`config.mk`:
```
export PLATFORM = sky130hd
export DESIGN_NAME = execute_cc_stage
export DESIGN_NICKNAME = d
export VERILOG_FILES = /design/src/rtl/y86_pkg.sv /design/src/rtl/add_64.sv /design/src/rtl/cond_eval.sv /design/src/rtl/sub_64.sv /design/src/rtl/execute_cc_stage.sv
export SDC_FILE = /design/constraint.sdc
export NUM_CORES = 1
export LEC_CHECK = 0
export CAP_MARGIN = 10
export CELL_PAD_IN_SITES_DETAIL_PLACEMENT = 1
export CELL_PAD_IN_SITES_GLOBAL_PLACEMENT = 2
export CORE_MARGIN = 2
export CORE_UTILIZATION = 25
export CTS_BUF_LIST = sky130_fd_sc_hd__clkbuf_4 sky130_fd_sc_hd__clkbuf_8
export DETAILED_ROUTE_END_ITERATION = 8
export PLACE_DENSITY = 0.75
export SYNTH_ARGS = -nofsm -noshare
export SYNTH_HDL_FRONTEND = slang
export SYNTH_SLANG_ARGS = --single-unit
```
`constraint.sdc`:
```
create_clock -name clk -period 8.1 [get_ports clk]
set_clock_uncertainty 0.1 [all_clocks]
set_input_delay 1.62 -clock clk [delete_from_list [all_inputs] [get_ports clk]]
set_output_delay 1.62 -clock clk [all_outputs]
set_load 0.01 [all_outputs]
```
`src/rtl/y86_pkg.sv`:
```
// rtl/y86_pkg.sv - Y86-64 icode, ALU function and condition encodings shared by the execute stage.
package y86_pkg;

    localparam logic [3:0] I_HALT   = 4'h0;
    localparam logic [3:0] I_NOP    = 4'h1;
    localparam logic [3:0] I_RRMOVQ = 4'h2;
    localparam logic [3:0] I_IRMOVQ = 4'h3;
    localparam logic [3:0] I_RMMOVQ = 4'h4;
    localparam logic [3:0] I_MRMOVQ = 4'h5;
    localparam logic [3:0] I_OPQ    = 4'h6;
    localparam logic [3:0] I_JXX    = 4'h7;
    localparam logic [3:0] I_CALL   = 4'h8;
    localparam logic [3:0] I_RET    = 4'h9;
    localparam logic [3:0] I_PUSHQ  = 4'hA;
    localparam logic [3:0] I_POPQ   = 4'hB;

    typedef enum logic [3:0] {
        ALU_ADD = 4'd0,
        ALU_SUB = 4'd1,
        ALU_AND = 4'd2,
        ALU_XOR = 4'd3
    } alu_fn_e;

    typedef enum logic [3:0] {
        C_ALWAYS = 4'd0,
        C_LE     = 4'd1,
        C_L      = 4'd2,
        C_E      = 4'd3,
        C_NE     = 4'd4,
        C_GE     = 4'd5,
        C_G      = 4'd6
    } cond_e;

    // Bit positions inside the {ZF,SF,OF} vector
    localparam int CC_ZF = 2;
    localparam int CC_SF = 1;
    localparam int CC_OF = 0;

endpackage

```
`src/rtl/add_64.sv`:
```
// rtl/add_64.sv - 64-bit modular adder, o_y = i_a + i_b.
module add_64 (
    input  logic [63:0] i_a,
    input  logic [63:0] i_b,
    output logic [63:0] o_y
);
    assign o_y = i_a + i_b;
endmodule

```
`src/rtl/cond_eval.sv`:
```
// rtl/cond_eval.sv - combinational branch/cmov condition from {ZF,SF,OF} and ifun.
module cond_eval
    import y86_pkg::*;
(
    input  logic [2:0] i_cc,
    input  logic [3:0] i_ifun,
    output logic       o_cnd
);
    logic w_zf;
    logic w_lt;

    assign w_zf = i_cc[CC_ZF];
    assign w_lt = i_cc[CC_SF] ^ i_cc[CC_OF];

    always_comb begin
        o_cnd = 1'b0;
        case (i_ifun)
            C_ALWAYS: o_cnd = 1'b1;
            C_LE:     o_cnd = w_lt | w_zf;
            C_L:      o_cnd = w_lt;
            C_E:      o_cnd = w_zf;
            C_NE:     o_cnd = !w_zf;
            C_GE:     o_cnd = !w_lt;
            C_G:      o_cnd = !w_lt && !w_zf;
            default:  o_cnd = 1'b0;
        endcase
    end
endmodule

```
`src/rtl/sub_64.sv`:
```
// rtl/sub_64.sv - 64-bit modular subtractor, o_y = i_a - i_b.
module sub_64 (
    input  logic [63:0] i_a,
    input  logic [63:0] i_b,
    output logic [63:0] o_y
);
    assign o_y = i_a - i_b;
endmodule

```
`src/rtl/execute_cc_stage.sv`:
```
// rtl/execute_cc_stage.sv - Y86-64 execute stage with CC ownership and a one-entry result buffer.
// Optional EXEC_STATS_EN adds stat_ops / stat_ovf counters.
module execute_cc_stage
    import y86_pkg::*;
#(
    parameter logic [2:0] CC_RESET = 3'b100
`ifdef EXEC_STATS_EN
    ,
    parameter int STAT_W = 32
`endif
) (
    input  logic        clk,
    input  logic        rst,
    input  logic        in_valid,
    output logic        in_ready,
    input  logic [3:0]  icode,
    input  logic [3:0]  ifun,
    input  logic [63:0] val_a,
    input  logic [63:0] val_b,
    input  logic [63:0] val_c,
    output logic        out_valid,
    input  logic        out_ready,
    output logic [3:0]  out_icode,
    output logic [63:0] val_e,
    output logic        cnd,
    output logic [2:0]  cc
`ifdef EXEC_STATS_EN
    ,
    output logic [STAT_W-1:0] stat_ops,
    output logic [STAT_W-1:0] stat_ovf
`endif
);

    logic        r_out_valid;
    logic [3:0]  r_out_icode;
    logic [63:0] r_val_e;
    logic        r_cnd;
    logic [2:0]  r_cc;

    logic        w_accept;
    logic        w_cc_write;
    logic [63:0] w_alu_a;
    logic [63:0] w_add;
    logic [63:0] w_sub;
    logic [63:0] w_val_e;
    logic        w_of;
    logic        w_cond;
    logic        w_cnd;

    assign in_ready   = !r_out_valid || out_ready;
    assign w_accept   = in_valid && in_ready;
    assign w_cc_write = w_accept && (icode == I_OPQ) && (ifun <= ALU_XOR);

    // valB is always the left operand; the right operand depends on the instruction class
    always_comb begin
        w_alu_a = 64'd0;
        case (icode)
            I_OPQ:                           w_alu_a = val_a;
            I_RMMOVQ, I_MRMOVQ:              w_alu_a = val_c;
            I_PUSHQ, I_CALL, I_POPQ, I_RET:  w_alu_a = 64'd8;
            default:                         w_alu_a = 64'd0;
        endcase
    end

    add_64 u_add (.i_a(val_b), .i_b(w_alu_a), .o_y(w_add));
    sub_64 u_sub (.i_a(val_b), .i_b(w_alu_a), .o_y(w_sub));

    always_comb begin
        w_val_e = 64'd0;
        w_of    = 1'b0;
        case (icode)
            I_OPQ: begin
                case (ifun)
                    ALU_ADD: begin
                        w_val_e = w_add;
                        w_of    = (val_a[63] == val_b[63]) && (w_add[63] != val_b[63]);
                    end
                    ALU_SUB: begin
                        w_val_e = w_sub;
                        w_of    = (val_a[63] != val_b[63]) && (w_sub[63] != val_b[63]);
                    end
                    ALU_AND: w_val_e = val_a & val_b;
                    ALU_XOR: w_val_e = val_a ^ val_b;
                    default: w_val_e = 64'd0;
                endcase
            end
            I_RRMOVQ:                w_val_e = val_a;
            I_IRMOVQ:                w_val_e = val_c;
            I_RMMOVQ, I_MRMOVQ:      w_val_e = w_add;
            I_PUSHQ, I_CALL:         w_val_e = w_sub;
            I_POPQ, I_RET:           w_val_e = w_add;
            default:                 w_val_e = 64'd0;
        endcase
    end

    // Condition is evaluated against the CC held before this instruction's own update
    cond_eval u_cond (.i_cc(r_cc), .i_ifun(ifun), .o_cnd(w_cond));
    assign w_cnd = w_cond && ((icode == I_RRMOVQ) || (icode == I_JXX));

    always_ff @(posedge clk) begin
        if (rst) begin
            r_out_valid <= 1'b0;
            r_out_icode <= I_HALT;
            r_val_e     <= 64'd0;
            r_cnd       <= 1'b0;
            r_cc        <= CC_RESET;
        end else begin
            if (w_accept) begin
                r_out_valid <= 1'b1;
                r_out_icode <= icode;
                r_val_e     <= w_val_e;
                r_cnd       <= w_cnd;
            end else if (out_ready) begin
                r_out_valid <= 1'b0;
            end
            if (w_cc_write) begin
                r_cc <= {(w_val_e == 64'd0), w_val_e[63], w_of};
            end
        end
    end

    assign out_valid = r_out_valid;
    assign out_icode = r_out_icode;
    assign val_e     = r_val_e;
    assign cnd       = r_cnd;
    assign cc        = r_cc;

`ifdef EXEC_STATS_EN
    logic [STAT_W-1:0] r_stat_ops;
    logic [STAT_W-1:0] r_stat_ovf;

    always_ff @(posedge clk) begin
        if (rst) begin
            r_stat_ops <= '0;
            r_stat_ovf <= '0;
        end else begin
            if (w_accept) begin
                r_stat_ops <= r_stat_ops + STAT_W'(1);
            end
            if (w_cc_write && w_of) begin
                r_stat_ovf <= r_stat_ovf + STAT_W'(1);
            end
        end
    end

    assign stat_ops = r_stat_ops;
    assign stat_ovf = r_stat_ovf;
`endif

endmodule

```
==> impl_metrics.tcl <==
set metrics [dict create \
    holdBufCountCts 0 \
    nets 2853 \
    cp.arrival_ns 7.94 \
    crit_required_ns 8.24 \
    finalSetupViolCount 0 \
    yosysTopAreaCell "ha_1" \
    avgViaCountPerCell 5.78 \
    drt_wl_total_microns 82800 \
    slew_viol_final 0 \
    die_x_microns 255 \
    setup.worst_path.class "in -> reg" \
    diodes 0 \
    grt.overflow.total 0 \
    ios 278 \
    rows 91 \
    synth_fp_nets 2609 \
    grt_antenna_before_repair 0 \
    clkSinkCount 73 \
    netlist_top_cells_area "ha_1 (16%), dfxtp_1 (9.3%), mux2i_1 (8.7%), a21oi_1 (7.1%), nor2_1 (4.8%)" \
    io_buffer_count 277 \
    switching_share 0.462 \
    syn_avg_cell_area_sq_um 7.16 \
    track_usage 0.246 \
    max_stage_delay_ns 1.04 \
    critPathSlowestCell "a2111oi_0" \
    yosys_warnings 0 \
    dpl.hpwl_microns 68500 \
    p_int_mw 1.07 \
    clock_path_buffers 2 \
    cts_resized 0 \
    grt_pass1_wl_microns 122000 \
    fin_crit_ns 7.80 \
    start_kind "input pin" \
    wl_per_cell_microns 25.2 \
    initial_utilization 0.254 \
    slew_headroom 0.163 \
    fin_util 0.322 \
    synth_top_area_frac 0.163 \
    synth-seq-cells 73 \
    fin_crit_sh 0.963 \
    cts_tree "yes" \
    cts-root-buf "clkbuf_8" \
    worst_hold_slack_ns 0.358 \
    grt_pass1_vias 19200 \
    p_sw_mw 0.922 \
    final_common_cell "clkdlybuf4s50_1" \
    synthCells 2198 \
    yosysSeqAreaShare 0.0929 \
    p_seq_frac 0.207 \
    vias 19000 \
    syn-cell-area_sq_mm 0.0157 \
    end_kind "flop" \
    drt-pass1-iter-count 5 \
    leakagePower_nw 8.20 \
    drtAntennaViolNets 0 \
    cellPowerDensity_mw_per_mm2 100 \
    post_cts_buffers 0 \
    finalSetupTns_ns 0 \
    worst_hold_path_type "reg -> reg" \
    grt_max_degree 73 \
    ys.flop_type "dfxtp_1" \
    cts_made_buffers 9 \
    die_area_sq_mm 0.0650 \
    clkLatencyLatePin_ns 0.39 \
    drc 0 \
    tightest_slew_ns 1.22 \
    dieHeight_microns 255 \
    status "finished, final reports clean" \
    drtIter0Drc 1366 \
    drv_cap 0 \
    core_area_sq_mm 0.0619 \
    clk_pin_slew_ns 0.08 \
    htreeDepth 3 \
    fin_cells 3283 \
    synth_edf_count 0 \
    path_cells "clkdlybuf4s50_1 > nor4bb_4 > buf_12 > a22oi_1 > ha_1 > buf_4 > or3_1 > or3_1 > a21oi_1 > o41ai_1 > o311ai_1 > a221o_2 > o21ai_0 > o21ai_0 > mux2i_1 > a2111oi_0 > buf_4 > nor3_1" \
    pwr-share-comb 0.612 \
    hold_viol 0 \
    worstPathMaxFanout 40 \
    synth_cell_types 104 \
    total_power_mw 2.00 \
    fmax_ghz 0.128 \
    dp_cells 3268 \
    final_cell_mix "clkdlybuf4s50_1 (274), a21oi_1 (221), ha_1 (205)" \
    async_flop_share 0 \
    rsz0062_at_grt "false" \
    p_clk_frac 0.181 \
    place_congestion 0.959 \
    area_growth_pct 26.7 \
    layout-drive-gt1-share 0.0744 \
    irDropWorstVdd_v 0.0000727 \
]
## power by group through the flow
stage	Clock (mW)	Sequential, mW	Combinational, mW
5_1_grt	0.378	0.416	1.31
3_3_place_gp	0	0.421	1.18
3_5_place_dp	0	0.422	1.20
2_1_floorplan	0	0.424	0.655
4_1_cts	0.368	0.413	1.21
6_report	0.361	0.414	1.22
## registers in the layout, summed over array words and instances, names as in the netlist
signal     cells
out_icode      4
out_valid      1
cnd            1
val_e         64
cc             3
## per-stage QoR
| step | setup slack [ns] | cell area [sq um] |
|---|---|---|
| floorplan | 1.47 | 15700 |
| global placement | 0.223 | 19700 |
| detailed placement | 0.104 | 19700 |
| CTS | 0.536 | 19900 |
| global route | 0.134 | 19900 |
| finish | 0.302 | 19900 |
## cell type report
cell class                      instances  area [sq um]
Inverter                              147           552
Clock buffer                           13           173
Sequential cell                        73          1460
Multi-Input combinational cell       1832         13100
Tap cell                              837          1050
Clock inverter                          2          60.1
Timing Repair Buffer                  379          3570
Fill cell                            7605         42000
## synth_stat cells (8+ instances only)
cell type  number
nor2b_1        25
a221oi_1       19
o31ai_1        31
clkbuf_1       93
o221ai_1       25
a211oi_1       67
o21bai_1       30
nor2_1        201
o22a_1          8
o22ai_1        61
a22oi_1        66
and2_1         14
a21boi_0        8
nor3_1         44
dfxtp_1        73
xnor2_1        25
ha_1          205
a31oi_1        15
a21o_1         10
and3_1         10
inv_1         147
nand2_1       134
nand4_1        38
and4_1          8
nor4_1         40
o21ai_0       108
mux2i_1       136
nand2b_1       25
buf_2          26
or2_2          14
clkbuf_8        8
buf_1          11
o21a_1         10
nand3_1        31
o211ai_1       24
a21oi_1       222
a221o_1        20
## logic make-up (layout without fill, tap and decap cells)
| logic type | Yosys count | in the layout | synth area share |
|---|---|---|---|
| muxes | 139 | 139 | 0.0894 |
| and+or+nand+nor | 627 | 627 | 0.196 |
| adders and majority gates | 207 | 207 | 0.166 |
| buffers and inverters | 293 | 541 | 0.0799 |
| AOI/OAI and AO/OA | 827 | 827 | 0.358 |
| xor gates and xnor gates | 32 | 32 | 0.0178 |
| DFF | 73 | 73 | 0.0929 |
## worst max-delay path: cells and delay by family
| kind | cells | cell delay, ns |
|---|---|---|
| simple gates | 4 | 1.01 |
| compound gates | 8 | 3.16 |
| mux | 1 | 0.21 |
| fa+ha+maj | 1 | 0.47 |
| buf+inv | 4 | 1.38 |
## worst paths after layout
check	from	to	slack, ns	cells after the start
hold reg to reg	cnd	cnd	0.36	2
hold / removal	cnd	cnd	0.36	2
setup reg to reg	out_valid	cc[2]	4.17	12
setup / recovery	icode[2]	val_e[62]	0.30	18
## per-layer routing
layer,vias up,routed length [microns],GRT usage
met3,88,4750,0.0286
met5,-,0,0
met4,0,1720,0.0575
met1,9405,38400,0.338
li1,8831,-,-
met2,640,37900,0.410
No activity file was read; power rests on OpenSTA's default activity.
